===== src/rtl/fpga_pkg.sv =====
// Shared definitions for the fpga primitive library (fpga_srle and friends).
package fpga_pkg;

  localparam int unsigned FPGA_SRLE_MAX_DEPTH = 64;
  localparam int unsigned FPGA_SRLE_MAX_AW    = $clog2(FPGA_SRLE_MAX_DEPTH);

  // Wide enough to hold any legal fpga_srle read address.
  typedef logic [FPGA_SRLE_MAX_AW-1:0] fpga_srle_addr_t;

  function automatic int unsigned fpga_srle_aw(input int unsigned depth);
    return $clog2(depth);
  endfunction

endpackage


===== src/rtl/fpga_srle_fill.sv =====
// Saturating fill counter for fpga_srle: counts enabled shifts up to DEPTH, never wraps.
module fpga_srle_fill #(
  parameter  int unsigned DEPTH = 16,
  localparam int unsigned CW    = $clog2(DEPTH + 1)
) (
  input  logic          clk_i,
  input  logic          reset_i,
  input  logic          E_i,
  output logic [CW-1:0] count_o,
  output logic          full_o
);

  logic [CW-1:0] r_count;
  logic          r_full;

  // full is tracked alongside the count so it comes straight from a flop
  always_ff @(posedge clk_i) begin
    if (reset_i) begin
      r_count <= '0;
      r_full  <= 1'b0;
    end else if (E_i && !r_full) begin
      r_count <= r_count + CW'(1);
      r_full  <= (r_count == CW'(DEPTH - 1));
    end
  end

  assign count_o = r_count;
  assign full_o  = r_full;

endmodule


===== src/rtl/fpga_srle.sv =====
// Addressable shift register with clock enable, synchronous reset and fill tracking.
// Define FPGA_SRLE_OREG_EN to register Q_o/valid_o (one extra cycle of read latency).
module fpga_srle
  import fpga_pkg::*;
#(
  parameter  int unsigned WIDTH = 1,
  parameter  int unsigned DEPTH = 16,
  localparam int unsigned AW    = fpga_srle_aw(DEPTH),
  localparam int unsigned CW    = $clog2(DEPTH + 1)
) (
  input  logic             clk_i,
  input  logic             reset_i,
  input  logic             E_i,
  input  logic [WIDTH-1:0] D_i,
  input  logic [AW-1:0]    A_i,
  output logic [WIDTH-1:0] Q_o,
  output logic             valid_o,
  output logic             full_o
);

  if (DEPTH > FPGA_SRLE_MAX_DEPTH || DEPTH < 2) begin : g_depth_chk
    $error("fpga_srle: DEPTH must be within 2..%0d", FPGA_SRLE_MAX_DEPTH);
  end

  logic [WIDTH-1:0] r_stage [DEPTH];
  logic [CW-1:0]    w_count;
  logic             w_full;
  fpga_srle_addr_t  w_addr;
  logic [WIDTH-1:0] w_q;
  logic             w_valid;

  always_ff @(posedge clk_i) begin
    if (reset_i) begin
      for (int k = 0; k < DEPTH; k++) r_stage[k] <= '0;
    end else if (E_i) begin
      r_stage[0] <= D_i;
      for (int k = 1; k < DEPTH; k++) r_stage[k] <= r_stage[k-1];
    end
  end

  fpga_srle_fill #(.DEPTH(DEPTH)) u_fill (
    .clk_i   (clk_i),
    .reset_i (reset_i),
    .E_i     (E_i),
    .count_o (w_count),
    .full_o  (w_full)
  );

  assign w_addr = fpga_srle_addr_t'(A_i);

  // Compare-based mux so addresses past DEPTH-1 fall through to zero, never X
  always_comb begin
    w_q     = '0;
    w_valid = 1'b0;
    for (int k = 0; k < DEPTH; k++) begin
      if (w_addr == fpga_srle_addr_t'(k)) begin
        w_q     = r_stage[k];
        w_valid = (CW'(k) < w_count);
      end
    end
  end

`ifdef FPGA_SRLE_OREG_EN
  logic [WIDTH-1:0] r_q;
  logic             r_valid;

  always_ff @(posedge clk_i) begin
    if (reset_i) begin
      r_q     <= '0;
      r_valid <= 1'b0;
    end else begin
      r_q     <= w_q;
      r_valid <= w_valid;
    end
  end

  assign Q_o     = r_q;
  assign valid_o = r_valid;
`else
  assign Q_o     = w_q;
  assign valid_o = w_valid;
`endif

  assign full_o = w_full;

endmodule


===== config.mk =====
export PLATFORM = sky130hd
export DESIGN_NAME = fpga_srle
export DESIGN_NICKNAME = d
export VERILOG_FILES = /design/src/rtl/fpga_pkg.sv /design/src/rtl/fpga_srle_fill.sv /design/src/rtl/fpga_srle.sv
export SDC_FILE = /design/constraint.sdc
export NUM_CORES = 1
export LEC_CHECK = 0
export ABC_AREA = 1
export BUFFER_PORTS_ARGS = -buffer_cell sky130_fd_sc_hd__buf_2
export CORE_MARGIN = 4
export CORE_UTILIZATION = 57
export CTS_BUF_LIST = sky130_fd_sc_hd__clkbuf_8
export CTS_CLUSTER_DIAMETER = 50
export CTS_CLUSTER_SIZE = 10
export DETAILED_ROUTE_END_ITERATION = 12
export PLACE_DENSITY = 0.88
export SLEW_MARGIN = 40
export SYNTH_ARGS = -nofsm -noshare
export SYNTH_HDL_FRONTEND = slang
export SYNTH_HIERARCHICAL = 1
export SYNTH_SLANG_ARGS = --single-unit

===== constraint.sdc =====
create_clock -name clk_i -period 1.6 [get_ports clk_i]
set_input_delay 0.32 -clock clk_i [delete_from_list [all_inputs] [get_ports clk_i]]
set_output_delay 0.32 -clock clk_i [all_outputs]
set_load 0.03 [all_outputs]

-- Word level (Yosys, flattened, before mapping)
Memories as Yosys holds them, arrays and structs flattened.
Cells that the tools add are included.
- bits in writable memories: 16
- memories kept: 1
- bits of input ports: 8
- output and inout port bits: 3
- flip-flop bits (word level): 6
- reductions and logical operators: 3
- $add $sub $neg: 1
- bitwise operators: 16
- order comparisons: 16
- equal/unequal tests: 16
- muxes and demuxes: 53
- memory list (memory ; words ; width ; rd ports ; clocked after memory_dff ; write ports ; line ; source):
    r_stage ; 16 ; 1 ; 16 ; 0 ; 16 ; fpga_srle.sv:25 ; logic [WIDTH-1:0] r_stage [DEPTH];
- operator list (operator ; count):
    $mux 1 ; 53
    $lt 4x5->1 const A ; 8
    $eq 4x4->1 const B ; 8
    $lt 3x5->1 const A ; 4
    $eq 4x3->1 const B ; 4
    $or 1x1->1 ; 16
    $lt 1x5->1 const A ; 2
    $lt 2x5->1 const A ; 2
    $eq 4x2->1 const B ; 2
    $logic_not 6->1 ; 1
    $add 5x1->5 const B ; 1
    $eq 5x4->1 const B ; 1
    $eq 4x1->1 const B ; 1
    $logic_and 1x1->1 ; 1
    $logic_not 1->1 ; 1

-- Longest topological paths before layout
Gate-level depths: netlist (run 1).
- word-level depth: 17
- gate-level depth with buffers: 13
- mapped depth without buffers: 13

-- Hierarchy
The synthesis (run 1) kept the hierarchy.
- by module, submodules not included (module ; area each (um^2) ; times used ; cells an instance):
    fpga_srle ; 1094.8 ; 1 ; 153
    fpga_srle_fill ; 267.8 ; 1 ; 37

-- Least setup slack after synthesis (run 1)
OpenSTA, ideal clock, no wires.
- path type: input to output
- start: input A_i[3]
- end: output Q_o
- arrival time: 1.321 ns
- data required time: 1.280 ns
- stages: 9
- path slack: -0.041 ns
- cells stage by stage: inv_1 > nand2_1 > nor2_1 > a21oi_1 > nand4_1 > nand2_1 > nand4_1 > nor3_1 > nand4_1
- longest elaborated chain between the ends: 17
- elaborated cells between the ends (all ways): 32
- ends and longest elaborated chain (element ; line ; source):
    from (decl) ; fpga_srle.sv:15 ; input logic [AW-1:0] A_i,
    $logic_not 6->1 ; fpga_srle.sv:56 ; if (w_addr == fpga_srle_addr_t'(k)) begin
    $mux 1 (15 in series) ; fpga_srle.sv:56 ;
    $mux 1 (*) ; fpga_srle.sv:56 ;
    to (decl) ; fpga_srle.sv:16 ; output logic [WIDTH-1:0] Q_o,
Mark *: on every way between the ends. The rest lies on a longest branch, timed or not.

-- Final worst setup path (run 1)
- start: register u_fill.r_count[4], in the netlist u_fill/count_o[4]
- end: output valid_o
- longest elaborated chain between the ends: 17
- elaborated cells between the ends (all ways): 32
- ends and longest elaborated chain (element ; line ; source):
    from (decl) ; fpga_srle_fill.sv:13 ; logic [CW-1:0] r_count;
    from (signal assigned) ; fpga_srle_fill.sv:22 ; r_count <= r_count + CW'(1);
    $lt 1x5->1 ; fpga_srle.sv:58 ; w_valid = (CW'(k) < w_count);
    $mux 1 (15 in series) ; fpga_srle.sv:56 ;
    $mux 1 (*) ; fpga_srle.sv:56 ;
    to (decl) ; fpga_srle.sv:17 ; output logic valid_o,
Marks and branches as above.

==> metrics.md, run 1 <==
| Metric | Value |
|---|---|
| FFs w/ async S/R, synth | `0%` |
| Total congestion overflow after global routing | `0` |
| Number of enable flip-flop cells after synthesis | `16` |
| Failing checks | `negative setup slack` |
| Clock period minus final worst setup slack | `2.07 ns` |
| Non-filler cells in the finished layout | `256` |
| Number of cell instances on the worst register-to-register path | `6` |
| Post-placement cell area | `0.00164 mm²` |
| Critical Path Fanout Max | `5` |
| Reg clk slew, reported paths | `0.08 ns` |
| Met1 Wirelength | `1410 µm` |
| Max-cap viol count | `0` |
| Worst hold start | `E_i` |
| Vertical die dimension | `56.9 µm` |
| Total routed wirelength | `3780 µm` |
| Total leakage power | `0.796 nW` |
| Flop and latch count out of synthesis | `22` |
| Floorplan core area | `0.00223 mm²` |
| Worst Hold Class | `in2reg` |
| Cells on Worst Hold Path | `3` |
| Worst setup path category | `reg2out` |
| Number of failing setup endpoints in the final timing report | `2` |
| Net count reported at finish | `239` |
| Area Overhead vs Synth | `29.4%` |
| Detail Route met2 WL | `1790 µm` |
| Initial Util | `61.0%` |
| Number of buffers and inverters on the critical path | `2` |
| Number of DRC violations after detailed routing | `0` |
| End point of the most critical hold path | `u_fill/full_o` |
| Cell row count | `17` |
| TritonCTS clock tree | `built` |
| Transition time at the pin with the least slew margin | `0.659 ns` |
| Placed Cells | `252` |
| Setup TNS | `-0.845 ns` |
| Post-layout power | `0.00146 W` |
| Final Max Tran Viols | `0` |
| Library cell used as clock root buffer | `sky130_fd_sc_hd__clkbuf_8` |
| All-layer global routing usage | `26.3%` |
| Achievable Freq | `0.483 GHz` |
| Netlist area before placement | `0.00136 mm²` |
| Top layer used by detailed routing | `met4` |
| Maximum clock insertion buffer count | `2` |
| Horiz. Die Dim | `56.9 µm` |
| Antenna cell count | `0` |
| Most used DFF post-synth | `sky130_fd_sc_hd__edfxtp_1` |
| Top cell family by delay on the critical path | `simple AND/OR/NAND/NOR gates` |
| Number of antenna violations at the first check in global routing | `0` |
| Cell at the slowest stage of the critical path | `sky130_fd_sc_hd__dfxtp_2` |
| Largest cells by area after synthesis | `sky130_fd_sc_hd__edfxtp_1, sky130_fd_sc_hd__nor2_1, sky130_fd_sc_hd__nand2_1` |
| Largest net degree at the start of global routing | `17` |
| Final weighted congestion in routability-driven placement | `0.922` |
| First-pass GRT wire length | `6580 µm` |
| Vias in the first global route | `1468` |
| Capturing element type of the critical path | `output port` |
| Ratio of cells with drive above 1 in the final layout | `27.6%` |
| RSZ-0062 raised after global routing | `yes` |
| Port Buffers | `10` |
| Synth area leader | `sky130_fd_sc_hd__edfxtp_1` |
| Power density of the placed cells | `827 mW/mm²` |
| Average size of a mapped cell | `7.17 µm²` |
| Nets in the synthesized netlist | `200` |
| Wire per inst | `14.7 µm` |
| Antenna-violating nets left | `0` |
| FF-to-FF Start | `u_fill/count_o[0]` |
| Worst-Skew Late Latency | `0.26 ns` |
| Portion of the clock cycle consumed by the worst path in the final layout | `130%` |
| Flop-to-flop setup slack | `0.25 ns` |
| Fin. Hold Viols | `0` |
| Routed length on met3 | `388 µm` |
| Cell seen most often among critical-path stages | `sky130_fd_sc_hd__nand2_1` |
| Cells traversed along the worst timing path | `nor2_4 -> inv_1 -> nor2_2 -> nand2_1 -> nand3_1 -> nand4_1 -> nand2_1 -> nand4_1 -> nand2_1 -> nand2_1 -> nand2_2 -> nand3_4 -> buf_6` |
| Final Skew | `0.00328 ns` |
| Arrival time at the worst endpoint | `1.75 ns` |
| Total vias in the final route | `1443` |
| Share of the synthesized area in the top cell type | `35.3%` |
| I/O Pins | `11` |
| Instance count of the mapped netlist | `190` |
| Clock sinks | `22` |
| Ratio of routed vias to standard cells | `5.64` |
| Number of clock buffers inserted by TritonCTS | `3` |
| Final std cell area, no fill | `0.00176 mm²` |
| Outcome | `finished, violations left` |
| Required time of the critical path | `1.28 ns` |
| Share of synthesized area occupied by flip-flops and latches | `44.1%` |
| Post-CTS Setup Repair Bufs | `0` |
| Distinct cell type count after synthesis | `24` |
| First DRT Iteration DRCs | `127` |
| Final core utilization | `78.9%` |
| Kind of launch point of the worst setup path | `register` |
| Overall die area | `0.00324 mm²` |
| Capturing point of the worst reg2reg path | `u_fill/count_o[4]` |
| H-tree lvl count | `1` |
| Delay of the slowest cell on the worst path | `0.35 ns` |
| Least setup slack across all paths after layout | `-0.472 ns` |
| Worst vdd ir | `0.858 mV` |
| Half-perimeter wire length after placement | `2630 µm` |
| Number of warning messages in the yosys log | `6` |
| Headroom to the max-slew limit | `55.5%` |
| First-pass iteration count of the detailed router | `5` |
==> how the worst max path moves through the flow <==
| stage | slack (ns) | end | depth (start not counted) | startpoint |
|---|---|---|---|---|
| after global placement | -0.30 | valid_o | 13 | A_i[0] |
| after detailed placement | -0.37 | valid_o | 13 | A_i[0] |
| after floorplan | -0.006 | Q_o | 9 | A_i[3] |
| after CTS | -0.45 | valid_o | 13 | u_fill/count_o[4] |
| after global routing | -0.60 | valid_o | 13 | u_fill/count_o[4] |
| final | -0.47 | valid_o | 13 | u_fill/count_o[4] |
==> Yosys cell counts (2+ instances only) <==
cell                       instances
sky130_fd_sc_hd__o21ai_0           4
sky130_fd_sc_hd__edfxtp_1         16
sky130_fd_sc_hd__a21oi_1           8
sky130_fd_sc_hd__nor2_1           42
sky130_fd_sc_hd__nand2_1          39
sky130_fd_sc_hd__nor2_4            3
sky130_fd_sc_hd__inv_2             4
sky130_fd_sc_hd__nor3_1            3
sky130_fd_sc_hd__nand3_1          14
sky130_fd_sc_hd__ha_1              2
sky130_fd_sc_hd__inv_1            31
sky130_fd_sc_hd__dfxtp_1           6
sky130_fd_sc_hd__nor2_2            2
sky130_fd_sc_hd__nand4_1           6
==> state kept, by name, indices dropped and copies added, names as in the netlist <==
name / cells
u_fill/full_o: 1
r_stage: 16
u_fill/count_o: 5
==> layout make-up <==
type / instances / area (µm²)
clock buffers: 3 / 41.3
clock inverters: 1 / 30.0
fillers: 145 / 470
inverters: 35 / 131
multi-input cells: 132 / 667
flip-flops and latches: 22 / 608
well taps: 28 / 35.0
repair buffers: 35 / 250
==> stage by stage <==
stage                     hold WS, ns  setup slack [ns]
after floorplan                 0.389          -0.00626
after global placement          0.485            -0.301
after detailed placement        0.514            -0.366
after CTS                       0.348            -0.450
after global routing            0.364            -0.603
final                           0.348            -0.472
==> worst min-delay path, delay by kind of cell <==
family | cells | cell delay, ns
and+or+nand+nor | 1 | 0.07
buffers and inverters | 1 | 0.13
AOI/OAI and AO/OA | 1 | 0.05
==> where the power goes <==
part           switching, W  internal, W
logic              0.000165     0.000110
clock network      0.000178     0.000334
registers         0.0000243     0.000648
total              0.000367      0.00109
==> kinds of logic (layout without fill, tap and decap cells) <==
kind of cell	Yosys count	after routing	share of synthesized area, %
AO/OA/AOI/OAI	18	18	7.71
buffers and inverters	36	74	9.92
flip-flops	22	22	44.1
adder cells (fa/ha/maj)	2	2	1.84
AND/OR/NAND/NOR	112	112	36.5
==> layer usage <==
| layer | up-vias | global-route usage [%] |
|---|---|---|
| met1 | 623 | 31.0 |
| li1 | 693 | - |
| met2 | 100 | 42.7 |
| met4 | 0 | 14.6 |
| met5 | - | 0 |
| met3 | 27 | 7.13 |
==> placed cells by master, fill, tap and decap left out, types with 4 or more instances in the layout <==
cell and instances:
sky130_fd_sc_hd__buf_2 8, sky130_fd_sc_hd__inv_2 4, sky130_fd_sc_hd__a21oi_1 8, sky130_fd_sc_hd__o21ai_0 4
sky130_fd_sc_hd__nand4_1 6, sky130_fd_sc_hd__nor2_4 4, sky130_fd_sc_hd__nor2_1 40, sky130_fd_sc_hd__nand2_1 36
sky130_fd_sc_hd__inv_1 31, sky130_fd_sc_hd__nand3_1 12, sky130_fd_sc_hd__buf_4 25, sky130_fd_sc_hd__edfxtp_1 16
==> timing repair <==
action / in CTS / in global routing
setup endpoints to repair: 2 / 2
gates resized for setup: 14 / 2
hold buffers: 0 / 0
pin swaps: 1 / 3
Power figures use the tool's default switching activity.
==> run 2, diff against run 1 <==
CORE_UTILIZATION = 55   (was 57)
CTS_CLUSTER_DIAMETER = 40   (was 50)
PLACE_DENSITY = 0.89   (was 0.88)
SYNTH_HIERARCHICAL = unset   (was 1)
clock period = 1.9 ns   (was 1.6 ns; I/O delays follow)
==> run 2 against run 1 <==
Net effect: the flow still finishes with violations (negative setup slack); design area shrank 20%; final cell count fell by 17%; worst hold slack gained 0.043 ns; sequential share of layout area grew 8.3 points; critical path type unchanged; largest power group unchanged; largest cell class is now flip-flops and latches; first-iteration DRC count decreased by 65%.
==> metrics.md, run 2 <==
| Metric | Value |
|---|---|
| Outcome | `finished, violations left` |
| Failing checks | `negative setup slack` |
| H-tree lvl count | `1` |
| Vias in the first global route | `1109` |
| Least setup slack across all paths after layout | `-0.172 ns` |
| RSZ-0062 raised after global routing | `yes` |
| Flop and latch count out of synthesis | `22` |
| Cell row count | `16` |
| Cell seen most often among critical-path stages | `sky130_fd_sc_hd__nand2_1` |
| Final weighted congestion in routability-driven placement | `0.873` |
| GR Util met1 | `21.6%` |
| FFs w/ async S/R, synth | `0%` |
| Share of synthesized area occupied by flip-flops and latches | `48.3%` |
| Final core utilization | `68.4%` |
| Cells traversed along the worst timing path | `buf_4 -> nor2_2 -> inv_2 -> a21oi_1 -> nand2_1 -> nand2_1 -> nor2_1 -> nand2_1 -> nand3_1 -> nand2_1 -> nand3_2 -> buf_6` |
| Nets in the synthesized netlist | `178` |
| Antenna-violating nets left | `0` |
| Worst vdd ir | `0.446 mV` |
| Delay of the slowest cell on the worst path | `0.35 ns` |
| Horiz. Die Dim | `55.5 µm` |
| Antenna cell count | `0` |
| Number of clock buffers inserted by TritonCTS | `3` |
| Capturing element type of the critical path | `output port` |
| Average size of a mapped cell | `7.35 µm²` |
| All-layer global routing usage | `17.7%` |
| Floorplan core area | `0.00206 mm²` |
| Max-cap viol count | `0` |
| Wire per inst | `12.3 µm` |
| Ratio of routed vias to standard cells | `5.29` |
| Most Used Layer, Global Route | `met2` |
| Met2 GRT Util | `30.7%` |
| TritonCTS clock tree | `built` |
| Worst setup path category | `reg2out` |
| Most frequent cells in the layout | `sky130_fd_sc_hd__nand2_1, sky130_fd_sc_hd__nor2_1, sky130_fd_sc_hd__inv_1` |
| Total congestion overflow after global routing | `0` |
| Portion of the clock cycle consumed by the worst path in the final layout | `109%` |
| Overall die area | `0.00308 mm²` |
| Power density of the placed cells | `696 mW/mm²` |
| Flip-flop count of the largest register, all copies and words added | `16` |
| Maximum clock insertion buffer count | `2` |
| Final Max Tran Viols | `0` |
| Ratio of cells with drive above 1 in the final layout | `15.1%` |
| Required time of the critical path | `1.52 ns` |
| Netlist area before placement | `0.00124 mm²` |
| Achievable Freq | `0.483 GHz` |
| I/O Pins | `11` |
| Number of DRC violations after detailed routing | `0` |
| Total vias in the final route | `1121` |
| Vertical die dimension | `55.5 µm` |
| Library cell used as clock root buffer | `sky130_fd_sc_hd__clkbuf_8` |
| Number of failing setup endpoints in the final timing report | `1` |
| Area Overhead vs Synth | `13.5%` |
| Port Buffers | `10` |
| Number of antenna violations at the first check in global routing | `0` |
| Final Skew | `0.00661 ns` |
| First-pass iteration count of the detailed router | `4` |
| Most used DFF post-synth | `sky130_fd_sc_hd__edfxtp_1` |
| Clock sinks | `22` |
| Commonest cells post-synth | `sky130_fd_sc_hd__inv_1, sky130_fd_sc_hd__nand2_1, sky130_fd_sc_hd__nor2_1` |
| Number of warning messages in the yosys log | `0` |
| Largest net degree at the start of global routing | `17` |
| Worst-Skew Late Latency | `0.26 ns` |
| Total routed wirelength | `2600 µm` |
| Met3 usage | `3.26%` |
| Clock period minus final worst setup slack | `2.07 ns` |
| First DRT Iteration DRCs | `45` |
| Kind of launch point of the worst setup path | `register` |
| Instance count of the mapped netlist | `169` |
| Half-perimeter wire length after placement | `1840 µm` |
| Distinct cell type count after synthesis | `20` |
| Number of enable flip-flop cells after synthesis | `16` |
| First-pass GRT wire length | `4540 µm` |
| Transition time at the pin with the least slew margin | `0.425 ns` |
| Register with the most flip-flops | `r_stage` |
| Critical Path Fanout Max | `4` |
| Headroom to the max-slew limit | `71.3%` |
| Setup TNS | `-0.172 ns` |
| Total leakage power | `0.633 nW` |
| Synth area leader | `sky130_fd_sc_hd__edfxtp_1` |
| Non-filler cells in the finished layout | `212` |
| Net count reported at finish | `195` |
| Reg clk slew, reported paths | `0.07 ns` |
| Placed Cells | `206` |
| Worst Hold Class | `in2reg` |
| Cell at the slowest stage of the critical path | `sky130_fd_sc_hd__dfxtp_2` |
| Count of hold-fix buffers inserted at cts | `0` |
| Share of the synthesized area in the top cell type | `38.7%` |
| Fin. Hold Viols | `0` |
| Initial Util | `60.3%` |
| Arrival time at the worst endpoint | `1.69 ns` |
| Largest cells by area after synthesis | `sky130_fd_sc_hd__edfxtp_1, sky130_fd_sc_hd__inv_1, sky130_fd_sc_hd__nand2_1` |
run 2: layer usage:
layer,up-vias,wire [µm]
met5,-,0
met1,520,1180
met4,0,65
met2,26,1270
li1,566,-
met3,9,90
run 2: metrics by stage:
stage / setup slack (ns) / power, W / instance area, µm² / hold slack [ns]
global placement: 0.0228 / 0.000686 / 1330 / 0.472
global route: -0.230 / 0.00103 / 1410 / 0.422
finish: -0.172 / 0.000981 / 1410 / 0.390
detailed placement: -0.0256 / 0.000691 / 1330 / 0.496
CTS: -0.0830 / 0.000982 / 1390 / 0.395
floorplan: 0.178 / 0.000652 / 1240 / 0.516
run 2: critical path, delay by kind of cell (launching register included):
family	cells	cell delay (ns)
DFF	1	0.35
buffers and inverters	3	0.37
and+or+nand+nor	8	0.56
AOI/OAI and AO/OA	1	0.15
run 2: logic make-up (layout without fill, tap and decap cells):
kind of cell,after synthesis,count (layout),synth area share (%)
adders and majority gates,1,1,1.01
AOI/OAI and AO/OA,23,23,10.1
DFF,22,22,48.3
and+or+nand+nor,86,86,28.8
buffers and inverters,37,53,11.8
run 2: layout make-up:
class	count	area (µm²)
Clock inverter	1	3.75
Tap cell	27	33.8
Fill cell	167	652
Sequential cell	22	603
Timing Repair Buffer	14	88.8
Inverter	35	134
Multi-Input combinational cell	110	505
Clock buffer	3	41.3
run 2: final timing paths:
kind | start | to | slack (ns) | cells after the start
max | u_fill.count_o[3] | valid_o | -0.17 | 12
min | reset_i | u_fill.count_o[4] | 0.39 | 2
max reg2reg | u_fill.count_o[0] | u_fill.count_o[4] | 0.70 | 6
min reg2reg | u_fill.full_o | u_fill.full_o | 0.51 | 1
run 2: repair_timing:
item	CTS	global route
pin swaps	0	3
resized for setup	8	4
setup buffers	0	2
cloned	0	0
endpoints found under the setup margin	2	2
run 2: power by group:
part	switching, W	internal, W	leakage (nW)
sequential	0.0000150	0.000544	0.227
clock	0.000150	0.000144	0.0269
combinational	0.0000851	0.0000423	0.380
total	0.000250	0.000730	0.633
==> run 3, diff against run 2 <==
RECOVER_POWER = 50   (was unset)
==> run 3 against run 2 <==
Net effect: the run still ends with negative setup slack left; clock skew barely moved; total power fell by 0.15%; sequential share of layout area rose by 0.11 points; register-to-register slack barely moved; flip-flop and latch count did not move; worst setup slack improved by 0.0026 ns; critical path depth did not move; die area did not move; final cell count did not move; design area fell by 0.27%; largest power group unchanged; routed wire length rose by 0.38%; global-route usage did not move.
==> metrics.md, run 3 (synthesis gave the netlist of run 2 again) <==
| Metric | Value |
|---|---|
| Floorplan core area | `0.00206 mm²` |
| Largest net degree at the start of global routing | `17` |
| Combinational power share | `12.9%` |
| Final weighted congestion in routability-driven placement | `0.873` |
| Cell row count | `16` |
| Final Skew | `0.00660 ns` |
| Antenna-violating nets left | `0` |
| Cell internal power dissipation | `0.000730 W` |
| Post-placement setup slack | `-0.0256 ns` |
| Portion of the clock cycle consumed by the worst path in the final layout | `109%` |
| Total vias in the final route | `1124` |
| Clock group share of total power | `30.0%` |
| FF-to-FF Start | `u_fill.count_o[0]` |
| Worst setup path category | `reg2out` |
| Arrival time at the worst endpoint | `1.69 ns` |
| Total routed wirelength | `2610 µm` |
| Required time of the critical path | `1.52 ns` |
| Net count reported at finish | `195` |
| RSZ-0062 raised after global routing | `yes` |
| Met2 GRT Util | `30.7%` |
| Worst-Skew Late Latency | `0.26 ns` |
| WHS | `0.416 ns` |
| Number of cell instances on the worst register-to-register path | `6` |
| Power density of the placed cells | `696 mW/mm²` |
| Vias in the first global route | `1109` |
| Failing checks | `negative setup slack` |
| All-layer global routing usage | `17.7%` |
| Fin. Hold Viols | `0` |
| I/O Pins | `11` |
| H-tree lvl count | `1` |
| Number of antenna violations at the first check in global routing | `0` |
| First-pass GRT wire length | `4540 µm` |
| Area Overhead vs Synth | `13.2%` |
| Capturing element type of the critical path | `output port` |
| Switching pwr | `0.000250 W` |
| Worst vdd ir | `0.427 mV` |
| Worst Hold Class | `in2reg` |
| Number of failing setup endpoints in the final timing report | `1` |
| Worst hold start | `D_i` |
| Horiz. Die Dim | `55.5 µm` |
| Max-cap viol count | `0` |
| Clock period minus final worst setup slack | `2.07 ns` |
| Switching share of power | `25.5%` |
| Post-layout power | `0.000979 W` |
| Register with the most flip-flops | `r_stage` |
| Most frequent cells in the layout | `sky130_fd_sc_hd__nand2_1, sky130_fd_sc_hd__nor2_1, sky130_fd_sc_hd__inv_1` |
| Wire per inst | `12.3 µm` |
| First DRT Iteration DRCs | `40` |
| Final core utilization | `68.2%` |
| GR Util met1 | `21.6%` |
| Reg clk slew, reported paths | `0.08 ns` |
| Half-perimeter wire length after placement | `1840 µm` |
| Antenna cell count | `0` |
| Number of fill cells | `169` |
| Outcome | `finished, violations left` |
| Clock sinks | `22` |
| Initial Util | `60.3%` |
| Achievable Freq | `0.483 GHz` |
| Library cell used as clock root buffer | `sky130_fd_sc_hd__clkbuf_8` |
| Port Buffers | `10` |
| TritonCTS clock tree | `built` |
| Headroom to the max-slew limit | `71.4%` |
| Met3 usage | `3.26%` |
| Maximum clock insertion buffer count | `2` |
| Critical Path Fanout Max | `4` |
| Vertical die dimension | `55.5 µm` |
| Kind of launch point of the worst setup path | `register` |
| Total leakage power | `0.630 nW` |
| Most Used Layer, Global Route | `met2` |
| Least setup slack across all paths after layout | `-0.169 ns` |
| Ratio of routed vias to standard cells | `5.30` |
| Sequential share of power | `57.1%` |
| Overall die area | `0.00308 mm²` |
| Flip-flop count of the largest register, all copies and words added | `16` |
| Total congestion overflow after global routing | `0` |
| Start point of the critical path | `u_fill.count_o[3]` |
| Number of DRC violations after detailed routing | `0` |
| Number of clock buffers inserted by TritonCTS | `3` |
| First-pass iteration count of the detailed router | `4` |
| Transition time at the pin with the least slew margin | `0.424 ns` |
| Ratio of cells with drive above 1 in the final layout | `14.6%` |
| Cells on Worst Hold Path | `3` |
| Final Max Tran Viols | `0` |
## run 3: cell types whose count changed in the layout (fill, tap and decap cells not counted)
cell	change
sky130_fd_sc_hd__clkbuf_2	+1
sky130_fd_sc_hd__clkbuf_1	+1
sky130_fd_sc_hd__buf_2	-1
sky130_fd_sc_hd__buf_4	-1
## run 3: routing by layer
layer | wire length (µm) | vias to the layer above
li1 | - | 566
met1 | 1180 | 519
met2 | 1260 | 30
met3 | 102 | 9
met4 | 65 | 0
met5 | 0 | -
## run 3: per-stage QoR
stage,std cells,area (µm²),setup TNS [ns]
2_1_floorplan,169,1240,0
6_report,212,1410,-0.169
5_1_grt,212,1410,-0.427
4_1_cts,210,1390,-0.0830
3_5_place_dp,206,1330,-0.0256
3_3_place_gp,206,1330,0
## run 3: worst paths after layout
check / endpoint / slack, ns
worst min register to register: u_fill.full_o / 0.51
worst max register to register: u_fill.count_o[4] / 0.69
worst min-delay path: r_stage[0][0] / 0.42
worst max-delay path: valid_o / -0.17
## run 3: worst max-delay path: stages, from the launching register on
cell and delay, ns:
sky130_fd_sc_hd__dfxtp_2 0.35, sky130_fd_sc_hd__buf_4 0.14, sky130_fd_sc_hd__nor2_2 0.13, sky130_fd_sc_hd__inv_2 0.07, sky130_fd_sc_hd__a21oi_1 0.15, sky130_fd_sc_hd__nand2_1 0.07
sky130_fd_sc_hd__nand2_1 0.05, sky130_fd_sc_hd__nor2_1 0.04, sky130_fd_sc_hd__nand2_1 0.06, sky130_fd_sc_hd__nand3_1 0.06, sky130_fd_sc_hd__nand2_1 0.08, sky130_fd_sc_hd__nand3_2 0.06
sky130_fd_sc_hd__buf_6 0.16
## run 3: power groups by stage
stage | Combinational, W | Clock (W) | Sequential, W
final | 0.000127 | 0.000294 | 0.000559
after global routing | 0.000145 | 0.000316 | 0.000563
after CTS | 0.000127 | 0.000296 | 0.000559
after detailed placement | 0.000121 | 0 | 0.000570
after global placement | 0.000118 | 0 | 0.000568
after floorplan | 0.0000862 | 0 | 0.000566
## run 3: timing repair
| item | 4_1_cts | 5_1_grt |
|---|---|---|
| cloned | 0 | 0 |
| pin swaps | 0 | 3 |
| gates resized for setup | 8 | 4 |
| buffers inserted | 0 | 2 |
| hold buffers | 0 | 0 |
| setup endpoints to repair | 2 | 2 |
## run 3: layout make-up
| class | count | area (µm²) | share of cell area [%] |
|---|---|---|---|
| multi-input cells | 110 | 505 | 35.9 |
| well taps | 27 | 33.8 | 2.40 |
| repair buffers | 14 | 85.1 | 6.05 |
| flip-flops and latches | 22 | 603 | 42.9 |
| inverters | 35 | 134 | 9.52 |
| clock inverters | 1 | 3.75 | 0.267 |
| clock buffers | 3 | 41.3 | 2.94 |
